File: config.mk
export PLATFORM = sky130hd
export DESIGN_NAME = if_fetch_unit
export DESIGN_NICKNAME = d
export VERILOG_FILES = /design/src/rtl/if_fetch_unit.sv
export SDC_FILE = /design/constraint.sdc
export NUM_CORES = 1
export LEC_CHECK = 0
export CAP_MARGIN = 20
export CORE_ASPECT_RATIO = 0.6
export CORE_UTILIZATION = 40
export CTS_CLUSTER_SIZE = 25
export DETAILED_ROUTE_END_ITERATION = 8
export PLACE_DENSITY_LB_ADDON = 0.3
export SYNTH_ARGS = -nofsm -noshare
export SYNTH_HDL_FRONTEND = slang
export SYNTH_SLANG_ARGS = --single-unit
File: constraint.sdc
create_clock -name clk -period 9.4 [get_ports clk]
set_input_delay 1.88 -clock clk [delete_from_list [all_inputs] [get_ports clk]]
set_output_delay 1.88 -clock clk [all_outputs]
set_load 0.01 [all_outputs]
File: src/rtl/if_fetch_unit.sv
// rtl/if_fetch_unit.sv - instruction fetch stage: PC, imem handshake, IF/ID controls
module if_fetch_unit #(
  parameter logic [31:0] RESET_PC = 32'h0000_0000
) (
  input  logic        clk,
  input  logic        rst,
  input  logic        stall_i,
  input  logic        redirect_i,
  input  logic [31:0] redirect_pc_i,
  output logic        imem_req_o,
  output logic [31:0] imem_addr_o,
  input  logic        imem_ready_i,
  input  logic [31:0] imem_rdata_i,
  output logic [31:0] inst_o,
  output logic [31:0] pc_add4_o,
  output logic        ifid_write_o,
  output logic        flush_o,
  output logic [31:0] pc_o
);

  typedef enum logic [1:0] {
    BOOT    = 2'd0,
    FETCH   = 2'd1,
    HOLD    = 2'd2,
    DISCARD = 2'd3
  } state_e;

  state_e      state_q, state_d;
  logic [31:0] pc_q, pc_d;
  logic [31:0] hold_buf_q, hold_buf_d;
  logic [31:0] stale_addr_q, stale_addr_d;

  logic [31:0] pc_add4;
  logic [31:0] target;
  logic        unused_low_bits;

  assign pc_add4         = pc_q + 32'd4;
  assign target          = {redirect_pc_i[31:2], 2'b00};
  assign unused_low_bits = ^redirect_pc_i[1:0];
  assign pc_o            = pc_q;

  // State, PC, held word and stale request address; reset abandons any request
  always_ff @(posedge clk or posedge rst) begin
    if (rst) begin
      state_q      <= BOOT;
      pc_q         <= RESET_PC;
      hold_buf_q   <= 32'h0;
      stale_addr_q <= 32'h0;
    end else begin
      state_q      <= state_d;
      pc_q         <= pc_d;
      hold_buf_q   <= hold_buf_d;
      stale_addr_q <= stale_addr_d;
    end
  end

  // Next state and per-cycle outputs; redirect beats stall beats normal flow
  always_comb begin
    state_d      = state_q;
    pc_d         = pc_q;
    hold_buf_d   = hold_buf_q;
    stale_addr_d = stale_addr_q;
    imem_req_o   = 1'b0;
    imem_addr_o  = 32'h0;
    inst_o       = 32'h0;
    pc_add4_o    = 32'h0;
    ifid_write_o = 1'b0;
    flush_o      = 1'b0;

    case (state_q)
      BOOT: begin
        flush_o = redirect_i;
        state_d = FETCH;
        if (redirect_i) pc_d = target;
      end

      FETCH: begin
        imem_req_o  = 1'b1;
        imem_addr_o = pc_q;
        inst_o      = imem_rdata_i;
        pc_add4_o   = pc_add4;
        if (redirect_i) begin
          // The in-flight request must still complete; remember where it went
          pc_d    = target;
          flush_o = 1'b1;
          if (!imem_ready_i) begin
            state_d      = DISCARD;
            stale_addr_d = pc_q;
          end
        end else if (imem_ready_i) begin
          if (!stall_i) begin
            ifid_write_o = 1'b1;
            pc_d         = pc_add4;
          end else begin
            hold_buf_d = imem_rdata_i;
            state_d    = HOLD;
          end
        end else begin
          flush_o = !stall_i;
        end
      end

      HOLD: begin
        inst_o    = hold_buf_q;
        pc_add4_o = pc_add4;
        if (redirect_i) begin
          pc_d    = target;
          flush_o = 1'b1;
          state_d = FETCH;
        end else if (!stall_i) begin
          ifid_write_o = 1'b1;
          pc_d         = pc_add4;
          state_d      = FETCH;
        end
      end

      DISCARD: begin
        imem_req_o  = 1'b1;
        imem_addr_o = stale_addr_q;
        flush_o     = redirect_i || !stall_i;
        if (redirect_i) pc_d = target;
        if (imem_ready_i) state_d = FETCH;
      end

      default: state_d = BOOT;
    endcase
  end

endmodule
==> impl_metrics.json <==
{
  "wire_per_inst_um": 18.1,
  "whs_ns": 0.497,
  "path_common_cell": "clkdlybuf4s50_1",
  "cts_buffer_depth": 2,
  "nets": 808,
  "fmax_mhz": 166,
  "p_leak_uw": 0.00312,
  "antenna_found_initial": 0,
  "layout-drive-gt1-share_pct": 13.4,
  "swShare_pct": 39.9,
  "endpoint_kind": "output pin",
  "synth_edf_count": 0,
  "hold_violations": 0,
  "cts_sinks": 94,
  "crit_chain": "clkdlybuf4s50_1 > or2_2 > nor3_1 > clkdlybuf4s50_1",
  "crit_required_ns": 7.52,
  "power_frac_comb_pct": 58.7,
  "whs_path_depth": 2,
  "syn_to_final_growth_pct": 41.0,
  "instances_no_fill": 915,
  "synth_seq_area_share_pct": 42.1,
  "rsz0062_at_grt": "no",
  "syn_area_um2": 5580,
  "die_w_um": 155,
  "worstSkewPairLatency_ns": 0.34,
  "min_from": "stale_addr_q[13]",
  "maxSlewHeadroom_pct": 42.4,
  "clockPowerShare_pct": 14.0,
  "synth-async-reset-ratio_pct": 100,
  "drv_cap": 0,
  "final_cell_mix": "clkdlybuf4s50_1 (191), dfrtp_1 (94), nor2_1 (76), mux2_2 (61), a22oi_1 (36)",
  "place_area_um2": 7520,
  "reg2reg_depth": 9,
  "htreeDepth": 3,
  "routed_wl_mm": 16.5,
  "pin_count": 200,
  "clk_pin_slew_ns": 0.07,
  "yosysTopAreaCell": "dfrtp_1",
  "chipHeight_um": 93.5,
  "cp_num_buf_inv": 2,
  "crit_path_start": "redirect_i",
  "syn_area_per_cell_um2": 9.52,
  "first_pass_iters": 4,
  "hpwl_mm": 11.3,
  "postCtsSetupBuffers": 0,
  "route.detailed.drc": 0,
  "cts.repair.resized": 0,
  "ctsHoldBuffers": 0,
  "finalCritPeriodShare_pct": 63.9,
  "worstMarginPinSlew_ns": 0.862,
  "drtIter0Drc": 319,
  "num_vias": 5144,
  "antennaDiodeCount": 0,
  "filler_cell_count": 1169,
  "worstSetupPathType": "primary input to output pin",
  "seqPwrFrac_pct": 27.3,
  "final.setup.tns_ns": 0,
  "cts_buffers": 9,
  "cts_tree": "done",
  "grt_pass1_vias": 4844,
  "startpoint_type": "primary input",
  "ir_worst_vdd_mv": 0.236,
  "slew_violations": 0,
  "outcome": "complete, no violations",
  "powerDensity_nw_per_um2": 384,
  "dieArea_um2": 14400,
  "dp_cells": 899,
  "r2r_end": "pc_o[21]",
  "antenna_left": 0,
  "p_int_uw": 1810,
  "slowest_delay_ns": 0.77,
  "grt_pass1_wl_mm": 26.3,
  "synth_top_area_share_pct": 42.1,
  "finalSetupViolCount": 0,
  "r2r-start": "state_q[1]",
  "placeableCoreArea_um2": 13600,
  "ys_types": 46,
  "reg2reg_slack_ns": 6.15,
  "initial_core_util_pct": 41.0,
  "gp_congestion": 0.834,
  "syn_inst": 586,
  "layout_commonest_cell": "clkdlybuf4s50_1",
  "grt_max_degree": 66,
  "row_count": 33,
  "min_path_type": "register to register",
  "routed_via_density": 5.62,
  "synth_top_flop_cell": "dfrtp_1",
  "cp_max_fo": 17,
  "finish.utilization_pct": 57.7,
  "crit_family": "buffers and inverters",
  "post-route-cell-area_um2": 7870,
  "fin_skew_ns": 0.00872,
  "yosys_register_bits": 94,
  "port_buffers": 191,
  "cts-root-buf": "clkbuf_16",
  "grt_usage_pct": 23.3,
  "ys_warn_count": 0,
  "grt-ovfl-total": 0,
  "switchingPower_uw": 1210,
  "timing.final.crit_period_ns": 6.01,
  "whs_endpoint": "stale_addr_q[13]",
  "arrival_ns": 4.13,
  "synth_area_leaders": "dfrtp_1 (42%), mux2_2 (12%), nor2_1 (5.2%), a22o_1 (4.9%), a22oi_1 (4.8%)",
  "crit_slowest_cell": "clkdlybuf4s50_1"
}
cell type report:
cell class	count	area (um^2)	share of cell area, %
multi-input combinational	424	2950	37.5
sequential	94	2350	29.9
timing repair buffer	199	1970	25.1
clock buffer	10	229	2.91
tap	175	219	2.78
clock inverter	6	115	1.46
inverter	7	28.8	0.366
power groups by stage:
stage | logic (uW) | clock network, uW | registers (uW)
after floorplan | 1010 | 0 | 740
after global placement | 1740 | 0 | 811
after detailed placement | 1770 | 0 | 829
after CTS | 1780 | 436 | 822
after global routing | 1900 | 453 | 859
final | 1770 | 424 | 825
cells by family after synthesis:
group | Yosys count | share of synthesized area, %
AND/OR/NAND/NOR | 172 | 15.2
AO/OA/AOI/OAI | 151 | 19.0
flip-flops | 94 | 42.1
buffers and inverters | 73 | 5.54
multiplexers | 64 | 12.8
XOR/XNOR | 27 | 4.24
adder cells (fa/ha/maj) | 4 | 0.897
other | 1 | 0.0672
sequential cells by signal, indices dropped and copies added, names as in the netlist:
| signal | flops |
|---|---|
| pc_o | 30 |
| stale_addr_q | 30 |
| state_q | 2 |
| hold_buf_q | 32 |
worst max-delay path by stage:
stage	end	slack, ns	cells after the start
4_1_cts	ifid_write_o	3.39	4
3_5_place_dp	ifid_write_o	3.40	4
2_1_floorplan	ifid_write_o	4.73	4
3_3_place_gp	ifid_write_o	3.45	4
5_1_grt	ifid_write_o	3.25	4
6_report	ifid_write_o	3.39	4
worst reg2reg max path, delay by kind of cell (launching register included):
kind	cells	cell delay [ns]
mux	1	0.06
simple gates	2	0.48
flops	1	0.42
buf+inv	3	1.03
fa+ha+maj	1	0.34
compound gates	2	0.80
synthesized netlist by cell type (all sizes together), types with 17 or more instances:
master	number
a22oi	36
o21ai	17
dfrtp	94
nand2	33
clkbuf	47
a22o	31
xor2	20
nor2	77
a21oi	29
buf	19
mux2	61
nand3	17
per-stage QoR:
| stage | total power, uW | worst slack [ns] |
|---|---|---|
| after floorplan | 1750 | 4.73 |
| after global placement | 2550 | 3.45 |
| after detailed placement | 2590 | 3.40 |
| after CTS | 3040 | 3.39 |
| after global routing | 3220 | 3.25 |
| final | 3020 | 3.39 |
per-layer routing:
layer / wire length, um / track usage, % / up-vias
met1: 8070 / 33.7 / 2545
li1: - / - / 2395
met2: 7200 / 35.2 / 186
met4: 172 / 5.45 / 0
met3: 1100 / 5.28 / 18
met5: 0 / 0 / -
(Power assumes the default switching activity.)
